===== src/rtl/camera_pattern_pkg.sv =====
// Shared encodings for the parallel-camera pattern source: FSM states and pattern modes.
`timescale 1ns/1ps
package camera_pattern_pkg;

   // Width of the row/column indices handed to the pattern generator
   localparam int IDX_W = 16;

   localparam logic [2:0] ST_IDLE   = 3'd0;
   localparam logic [2:0] ST_VSYNC  = 3'd1;
   localparam logic [2:0] ST_PRE    = 3'd2;
   localparam logic [2:0] ST_LINE   = 3'd3;
   localparam logic [2:0] ST_HBLANK = 3'd4;
   localparam logic [2:0] ST_POST   = 3'd5;

   localparam logic [2:0] MODE_ROW     = 3'd0;
   localparam logic [2:0] MODE_COL     = 3'd1;
   localparam logic [2:0] MODE_CHECKER = 3'd2;
   localparam logic [2:0] MODE_COUNT   = 3'd3;
   localparam logic [2:0] MODE_CONST   = 3'd4;

endpackage


===== src/rtl/camera_pattern_src_if.sv =====
// Parallel-camera video bus: pixel data qualified by href, framed by vsync.
`timescale 1ns/1ps
interface camera_pattern_src_if #(
   parameter int PIX_W = 10
);

   logic [PIX_W-1:0] pixel;
   logic             vsync;
   logic             href;

   modport master (output pixel, output vsync, output href);
   modport slave  (input  pixel, input  vsync, input  href);

endinterface


===== src/rtl/camera_pattern_gen.sv =====
// Combinational test-pattern generator; the parent registers its output.
`timescale 1ns/1ps
module camera_pattern_gen
   import camera_pattern_pkg::*;
#(
   parameter int PIX_W = 10
) (
   input  logic [IDX_W-1:0] row,
   input  logic [IDX_W-1:0] col,
   input  logic [PIX_W-1:0] pix_cnt,
   input  logic [2:0]       mode,
   input  logic [PIX_W-1:0] const_val,
   output logic [PIX_W-1:0] pix_nxt
);

   always_comb begin
      pix_nxt = '0;
      case (mode)
         MODE_ROW:     pix_nxt = PIX_W'(row);
         MODE_COL:     pix_nxt = PIX_W'(col);
         MODE_CHECKER: pix_nxt = (row[3] ^ col[3]) ? '1 : '0;
         MODE_COUNT:   pix_nxt = pix_cnt;
         MODE_CONST:   pix_nxt = const_val;
         default:      pix_nxt = '0;
      endcase
   end

endmodule


===== src/rtl/camera_pattern_src.sv =====
// Parametrised camera stimulus source: vsync/href/pixel timing with selectable test patterns.
`timescale 1ns/1ps
module camera_pattern_src
   import camera_pattern_pkg::*;
#(
   parameter int PIX_W           = 10,
   parameter int COLS            = 640,
   parameter int ROWS            = 480,
   parameter int VSYNC_CLKS      = 1000,
   parameter int PRE_FRAME_CLKS  = 27193,
   parameter int H_BLANK_CLKS    = 322,
   parameter int POST_FRAME_CLKS = 30000,
   parameter int CTR_W           = 16
) (
   input  logic                 clk,
   input  logic                 rst_n,
   input  logic                 enable,
   input  logic                 start,
   input  logic [2:0]           mode,
   input  logic [PIX_W-1:0]     const_val,
   camera_pattern_src_if.master vid,
   output logic                 busy,
   output logic                 frame_done,
   output logic [15:0]          frame_cnt
);

   logic [2:0]       state, state_nxt;
   logic [CTR_W-1:0] cnt, cnt_nxt;
   logic [IDX_W-1:0] row, row_nxt;
   logic [PIX_W-1:0] pix_cnt;
   logic [2:0]       mode_q;
   logic [PIX_W-1:0] const_q;
   logic [PIX_W-1:0] pix_nxt;
   logic             frame_start, frame_end;

   // cnt times every phase; while in LINE it doubles as the column index
   always_comb begin
      state_nxt   = state;
      cnt_nxt     = cnt + CTR_W'(1);
      row_nxt     = row;
      frame_start = 1'b0;
      frame_end   = 1'b0;
      case (state)
         ST_IDLE: begin
            cnt_nxt = '0;
            if (enable | start) begin
               state_nxt   = ST_VSYNC;
               frame_start = 1'b1;
            end
         end
         ST_VSYNC: begin
            if (cnt == CTR_W'(VSYNC_CLKS - 1)) begin
               state_nxt = ST_PRE;
               cnt_nxt   = '0;
            end
         end
         ST_PRE: begin
            if (cnt == CTR_W'(PRE_FRAME_CLKS - 1)) begin
               state_nxt = ST_LINE;
               cnt_nxt   = '0;
               row_nxt   = '0;
            end
         end
         ST_LINE: begin
            if (cnt == CTR_W'(COLS - 1)) begin
               cnt_nxt   = '0;
               state_nxt = (row == IDX_W'(ROWS - 1)) ? ST_POST : ST_HBLANK;
            end
         end
         ST_HBLANK: begin
            if (cnt == CTR_W'(H_BLANK_CLKS - 1)) begin
               state_nxt = ST_LINE;
               cnt_nxt   = '0;
               row_nxt   = row + IDX_W'(1);
            end
         end
         ST_POST: begin
            if (cnt == CTR_W'(POST_FRAME_CLKS - 1)) begin
               state_nxt = ST_IDLE;
               cnt_nxt   = '0;
               frame_end = 1'b1;
            end
         end
         default: begin
            state_nxt = ST_IDLE;
            cnt_nxt   = '0;
         end
      endcase
   end

   camera_pattern_gen #(
      .PIX_W (PIX_W)
   ) u_gen (
      .row       (row_nxt),
      .col       (IDX_W'(cnt_nxt)),
      .pix_cnt   (pix_cnt),
      .mode      (mode_q),
      .const_val (const_q),
      .pix_nxt   (pix_nxt)
   );

   // Output register stage: outputs are decoded from the next state so they align with it
   always_ff @(posedge clk or negedge rst_n) begin
      if (!rst_n) begin
         state      <= ST_IDLE;
         cnt        <= '0;
         row        <= '0;
         pix_cnt    <= '0;
         mode_q     <= '0;
         const_q    <= '0;
         vid.pixel  <= '0;
         vid.vsync  <= 1'b0;
         vid.href   <= 1'b0;
         busy       <= 1'b0;
         frame_done <= 1'b0;
         frame_cnt  <= '0;
      end else begin
         state <= state_nxt;
         cnt   <= cnt_nxt;
         row   <= row_nxt;
         if (frame_start) begin
            mode_q  <= mode;
            const_q <= const_val;
         end
         if (frame_start)
            pix_cnt <= '0;
         else if (state_nxt == ST_LINE)
            pix_cnt <= pix_cnt + PIX_W'(1);
         vid.vsync  <= (state_nxt == ST_VSYNC);
         vid.href   <= (state_nxt == ST_LINE);
         vid.pixel  <= (state_nxt == ST_LINE) ? pix_nxt : '0;
         busy       <= (state_nxt != ST_IDLE);
         frame_done <= frame_end;
         if (frame_end)
            frame_cnt <= frame_cnt + 16'd1;
      end
   end

endmodule


===== src/flat_wrapper.sv =====
// flat-port wrapper written by rule: the top's interface ports become plain ports
module camera_pattern_src_flat import camera_pattern_pkg::*;
#(
   parameter int PIX_W           = 10,
   parameter int COLS            = 640,
   parameter int ROWS            = 480,
   parameter int VSYNC_CLKS      = 1000,
   parameter int PRE_FRAME_CLKS  = 27193,
   parameter int H_BLANK_CLKS    = 322,
   parameter int POST_FRAME_CLKS = 30000,
   parameter int CTR_W           = 16
)
  (clk, rst_n, enable, start, mode, const_val, busy, frame_done, frame_cnt, vid_pixel, vid_vsync, vid_href);
  camera_pattern_src_if #(.PIX_W(PIX_W)) vid_i ();
  input  logic clk;
  input  logic rst_n;
  input  logic enable;
  input  logic start;
  input  logic [2:0] mode;
  input  logic [PIX_W-1:0] const_val;
  output logic busy;
  output logic frame_done;
  output logic [15:0] frame_cnt;
  output wire logic [$bits(vid_i.pixel)-1:0] vid_pixel;
  output wire logic [$bits(vid_i.vsync)-1:0] vid_vsync;
  output wire logic [$bits(vid_i.href)-1:0] vid_href;
  assign vid_pixel = vid_i.pixel;
  assign vid_vsync = vid_i.vsync;
  assign vid_href = vid_i.href;
  camera_pattern_src #(.PIX_W(PIX_W), .COLS(COLS), .ROWS(ROWS), .VSYNC_CLKS(VSYNC_CLKS), .PRE_FRAME_CLKS(PRE_FRAME_CLKS), .H_BLANK_CLKS(H_BLANK_CLKS), .POST_FRAME_CLKS(POST_FRAME_CLKS), .CTR_W(CTR_W)) u_core (.clk(clk), .rst_n(rst_n), .enable(enable), .start(start), .mode(mode), .const_val(const_val), .vid(vid_i), .busy(busy), .frame_done(frame_done), .frame_cnt(frame_cnt));
endmodule

===== config.mk =====
export PLATFORM = sky130hd
export DESIGN_NAME = camera_pattern_src_flat
export DESIGN_NICKNAME = d
export VERILOG_FILES = /design/src/rtl/camera_pattern_pkg.sv /design/src/rtl/camera_pattern_src_if.sv /design/src/rtl/camera_pattern_gen.sv /design/src/rtl/camera_pattern_src.sv /design/src/flat_wrapper.sv
export SDC_FILE = /design/constraint.sdc
export NUM_CORES = 1
export LEC_CHECK = 0
export ABC_AREA = 1
export CORE_MARGIN = 8
export CORE_UTILIZATION = 52
export CTS_CLUSTER_DIAMETER = 30
export DETAILED_ROUTE_END_ITERATION = 12
export PLACE_DENSITY = 0.72
export SETUP_SLACK_MARGIN = 0.5
export SYNTH_ARGS = -nofsm -noshare
export SYNTH_HDL_FRONTEND = slang
export SYNTH_SLANG_ARGS = --single-unit

===== constraint.sdc =====
create_clock -name clk -period 2.4 [get_ports clk]
set_input_delay 0.24 -clock clk [delete_from_list [all_inputs] [get_ports clk]]
set_output_delay 0.24 -clock clk [all_outputs]
set_load 0.02 [all_outputs]

After elaboration in Yosys (flattened, before gate mapping)
Index checks and enable logic that the tools add are counted.
{"block": "word_totals", "inputBits": 17, "regBits": 88, "out_inout_bits": 30}
{"block": "op_classes", "eq_ne": 19, "n_mux": 26, "reduce_logical": 6, "bitwise": 2, "addsub": 4}
{"operator": "2-to-1 mux 16 bit", "n": 7}
{"operator": "one-hot mux 16 bit (5 select lines)", "n": 1}
{"operator": "one-hot mux 10 bit (5 select lines)", "n": 1}
{"operator": "adder 16 x 1 -> 16 bit (second input constant)", "n": 3}
{"operator": "2-to-1 mux 10 bit", "n": 4}
{"operator": "equality test 16 x 10 -> 1 bit (second input constant)", "n": 2}
{"operator": "equality test 16 x 15 -> 1 bit (second input constant)", "n": 2}
{"operator": "equality test 16 x 9 -> 1 bit (second input constant)", "n": 2}
{"operator": "one-hot mux 16 bit (2 select lines)", "n": 1}
{"operator": "2-to-1 mux 3 bit", "n": 6}
{"operator": "one-hot mux 3 bit (6 select lines)", "n": 1}
{"operator": "equality test 3 x 2 -> 1 bit (second input constant)", "n": 5}
{"operator": "adder 10 x 1 -> 10 bit (second input constant)", "n": 1}
{"operator": "equality test 3 x 1 -> 1 bit (second input constant)", "n": 3}
{"operator": "equality test 3 bit (second input constant)", "n": 3}
{"operator": "zero test 3 bit", "n": 2}
{"operator": "2-to-1 mux 1 bit", "n": 5}
{"operator": "!= test 2 x 1 -> 1 bit (second input constant)", "n": 2}
{"operator": "nonzero test 2 bit", "n": 2}
{"operator": "AND reduction 3 bit", "n": 1}
{"operator": "nonzero test 3 bit", "n": 1}
{"operator": "OR 1 bit", "n": 1}
{"operator": "bitwise XOR 1 bit", "n": 1}

Longest topological paths before layout
{"block": "depth", "depth_word": 7, "mapped_depth": 15, "ltp_nobuf": 15}

By module
Synthesis repeated with hierarchy kept, for this count alone.
{"block": "unflattened", "hier_cells": 685, "hier_area_um2": 5248.8}
{"mod": "camera_pattern_src", "instances": 1, "area_each_um2": 4718.3, "cells_each": 568}
{"mod": "camera_pattern_gen", "instances": 1, "area_each_um2": 530.5, "cells_each": 117}

Least setup slack after synthesis
No wires, ideal clock.
{"block": "synth_timing", "path_kind": "register -> register", "startpoint": "reg u_core.cnt[0]", "endpoint": "reg u_core.busy", "synth_period_minus_slack_ns": 1.903, "path_stages_with_launch": 12, "t_arrival_ns": 1.771, "setup_ns": 0.131, "path_buffers": 0, "t_required_ns": 2.269, "slack_ns": 0.497, "path_cell_list": "dfrtp_1 -> ha_1 -> nand2_2 -> inv_2 -> nand2_2 -> nor2_1 -> nand2_1 -> nand2_2 -> nand2_2 -> nor3_4 -> nand2_4 -> or3_1"}
{"block": "synth_via", "elab_chain_len": 4, "elab_cells_between_ends": 12, "cone_classes": "eq/ne (5); mux (6); reduce/logical (1)"}
{"element": "start, declared", "line_no": "camera_pattern_src.sv:28", "source": "logic [CTR_W-1:0] cnt, cnt_nxt;"}
{"element": "start signal, assigned", "line_no": "camera_pattern_src.sv:119", "source": "cnt <= cnt_nxt;"}
{"element": "equality test 16 x 15 -> 1 bit, or another cell as far along", "line_no": "camera_pattern_src.sv:78", "source": "if (cnt == CTR_W'(POST_FRAME_CLKS - 1)) begin"}
{"element": "2-to-1 mux 3 bit, on equally long branches"}
{"element": "one-hot mux 3 bit (6 select lines) (*)", "line_no": "camera_pattern_src.sv:43", "source": "case (state)"}
{"element": "net u_core.state_nxt[0]", "line_no": "camera_pattern_src.sv:27", "source": "logic [2:0] state, state_nxt;"}
{"element": "nonzero test 3 bit (*)", "line_no": "camera_pattern_src.sv:132", "source": "busy <= (state_nxt != ST_IDLE);"}
{"element": "end signal, assigned", "line_no": "camera_pattern_src.sv:132"}
{"element": "end, declared", "line_no": "camera_pattern_src.sv:22", "source": "output logic busy,"}
The timed path passes the listed nets; every way through them passes the cells marked *.
A chain may end at the register's enable or synchronous reset.

Worst setup path in the final report
{"block": "layout_timing", "startpoint": "reg u_core.cnt[5]", "endpoint": "reg u_core.frame_cnt[13]"}
{"block": "layout_via", "elab_chain_len": 3}
{"element": "equality test 16 x 15 -> 1 bit", "line_no": "camera_pattern_src.sv:78"}
{"element": "2-to-1 mux 1 bit", "line_no": "camera_pattern_src.sv:78"}
{"element": "2-to-1 mux 1 bit", "line_no": "camera_pattern_src.sv:43"}
{"element": "net u_core.frame_end", "line_no": "camera_pattern_src.sv:34", "source": "logic frame_start, frame_end;"}
{"element": "end signal, assigned", "line_no": "camera_pattern_src.sv:135", "source": "frame_cnt <= frame_cnt + 16'd1;"}
{"element": "end, declared", "line_no": "camera_pattern_src.sv:24", "source": "output logic [15:0] frame_cnt"}
The timed path passes the listed nets, and every way through them passes these cells.

==> flow_summary.toml <==
[die]
dieArea_um2 = 12800
initial_core_util_pct = 53.5
fp-row-count = 35
coreArea_um2 = 9200
die_x_um = 113
pin_count = 47
fp.dieH_um = 113

[timing]
final-max-slew-violation-count = 0
tightest_slew_ns = 0.726
fmax_mhz = 496
slew_headroom_pct = 51.2
rsz0062_at_grt = "true"
fin_setup_tns_ns = 0
fin_crit_sh_pct = 84.0
fin_skew_ns = 0.0128
layout_min_cycle_time_ns = 2.02
hold_ws_ns = 0.355
hold_violations = 0
setup_violations = 0

[critical_path]
path_buf_inv = 2
crit_chain = "inv_2 -> nor2_2 -> nand2_1 -> nor2_4 -> nand3_4 -> clkinv_4 -> nand2_4 -> nor2_4 -> nand2_2 -> nor2_4 -> nand2_4 -> o21ai_2 -> nand2_1"
worstSetupPathType = "register to register"
cp-start-kind = "register"
end_kind = "register"
cpMostUsedCell = "nor2_4"
crit_family = "simple AND/OR/NAND/NOR gates"
cp_max_fo = 5
cp.arrival_ns = 2.28
cp.required_ns = 2.67
slowest_delay_ns = 0.48
crit_slowest_cell = "dfrtp_1"

[route]
drt-pass1-iter-count = 8
num_vias = 4759
drc = 0
via_per_inst = 5.42
drt-initial-drc-count = 273
postRouteAntennaNets = 0
wl_per_cell_um = 16.0
drt-total-wl_um = 14000

[clocking]
cts_buffers = 9
htree_num_levels = 3
clkSinkCount = 88
clock_latency_ns = 0.37
cts_root_buf = "clkbuf_8"
clk_path_buf_depth = 2
clk_pin_slew_ns = 0.10
tritoncts = "done"

[synthesis]
synth.top_cell.area_share_pct = 44.7
synth_edf_count = 0
syn_inst = 656
ys_seq_elements = 88
seq_area_frac_synth_pct = 44.7
synthArstFlopShare_pct = 100
syn-num-nets = 679
synth_flop_cell = "dfrtp_1"
yosysTopAreaCell = "dfrtp_1"
avgSynthCellArea_um2 = 7.50
synth_cell_types = 38
netlist_top_cells_area = "dfrtp_1 45%, nand2_1 12%, inv_1 7.2%, nor2_1 5.6%, nand3_1 5.2%"
yosys_warnings = 0
syn-cell-area_um2 = 4920

[run_status]
status = "complete, no violations"

[layout]
nNetsFinal = 785
final_cell_mix = "139 x nand2_1, 88 x inv_1, 80 x dfrtp_1"
layout_commonest_cell = "nand2_1"
layout-drive-gt1-share_pct = 27.0
area_growth_syn_to_layout_pct = 34.9
antennaDiodeCount = 0

[grt]
grt_pass1_wl_um = 21100
grt_pass1_vias = 4521
track_usage_pct = 20.3
grt_max_degree = 59
antenna_found_initial = 0
grt_remaining_overflow = 0

[power_and_ir_drop]
power_leakage_nw = 3.32
p_per_area_nw_per_um2 = 380
max-vdd-ir-drop_mv = 0.284

[place]
hpwl_um = 9180
gp_congestion = 0.893
port_buffers = 46

[run]
cap_violations = 0

[hold_path]
hold_path.class = "primary input to async pin"
## Yosys cell counts (all sizes together) (4+ instances only)
master and number:
a21oi 19, buf 5, clkbuf 5, dfrtp 88, ha 6, inv 101, nand2 171, nand3 54
nand4 14, nor2 85, nor3 24, o21ai 32, o22ai 8, o31ai 4, xnor2 9, xor2 15
## worst register-to-register path, stage by stage, from the launching register on
cell,delay [ns]
dfrtp_1,0.48
inv_2,0.08
nor2_2,0.16
nand2_1,0.12
nor2_4,0.14
nand3_4,0.14
clkinv_4,0.10
nand2_4,0.06
nor2_4,0.12
nand2_2,0.09
nor2_4,0.15
nand2_4,0.09
o21ai_2,0.11
nand2_1,0.06
## kinds of logic after synthesis
| kind of cell | after synthesis | synth area share, % |
|---|---|---|
| xor+xnor | 24 | 4.27 |
| fa+ha+maj | 6 | 1.53 |
| compound gates | 68 | 7.63 |
| buf+inv | 113 | 8.82 |
| flops | 88 | 44.7 |
| simple gates | 357 | 33.0 |
## metrics by stage
stage               cells  worst slack [ns]  area, um2  total power, W  utilization (%)
floorplan             656             0.497       4920         0.00151                -
global placement      814             0.222       5570         0.00157             60.5
detailed placement    814             0.161       5570         0.00157             60.5
CTS                   850             0.422       6080         0.00253             66.1
global route          878             0.271       6640         0.00261             72.2
finish                878             0.385       6640         0.00252             72.2
## final cells by class
class                           count  area, um2
Multi-Input combinational cell    456       2750
Fill cell                         685       2560
Sequential cell                    88       2210
Timing Repair Buffer              103        946
Inverter                          103        408
Tap cell                          111        139
Clock buffer                       10        128
Clock inverter                      6       51.3
Timing Repair inverter              1       8.76
## path summary, 6_finish.rpt
kind / start / end / slack [ns] / depth (start not counted)
max: u_core.cnt[5] / u_core.frame_cnt[13] / 0.38 / 13
min: rst_n / u_core.cnt[14] / 0.35 / 2
max reg2reg: u_core.cnt[5] / u_core.frame_cnt[13] / 0.38 / 13
min reg2reg: u_core.frame_cnt[15] / u_core.frame_cnt[15] / 0.52 / 2
max in group asynchronous: rst_n / u_core.cnt[3] / 1.37 / 3
min in group clk: const_val[3] / u_core.const_q[3] / 0.43 / 3
## what timing repair did
item | 4_1_cts | 5_1_grt
pin swaps | 13 | 45
endpoints found under the hold margin | 30 | 0
buffers inserted | 18 | 26
setup endpoints to repair | 46 | 37
hold buffers | 1 | 0
gates cloned | 1 | 2
gates resized for setup | 51 | 94
## sequential cells by signal, summed over array words and instances, names as in the netlist, 3 cells and up
register	cells
u_core.row	16
u_core.mode_q	3
u_core.frame_cnt	16
u_core.vid.pixel	10
u_core.state	3
u_core.cnt	16
u_core.pix_cnt	10
u_core.const_q	10
## layer usage
metal	share of wire (%)	wire length [um]	track usage (%)	vias up
li1	-	-	-	2301
met1	42	5840	25.2	2271
met2	51	7120	34.9	152
met3	5.3	747	4.42	35
met4	2.2	314	5.51	0
met5	0	0	0	-
## report_power, final
part	internal [W]	total [W]	switching [W]
clock	0.000390	0.000981	0.000591
combinational	0.0000265	0.0000598	0.0000333
sequential	0.00148	0.00148	0
Power figures use the tool's default switching activity.
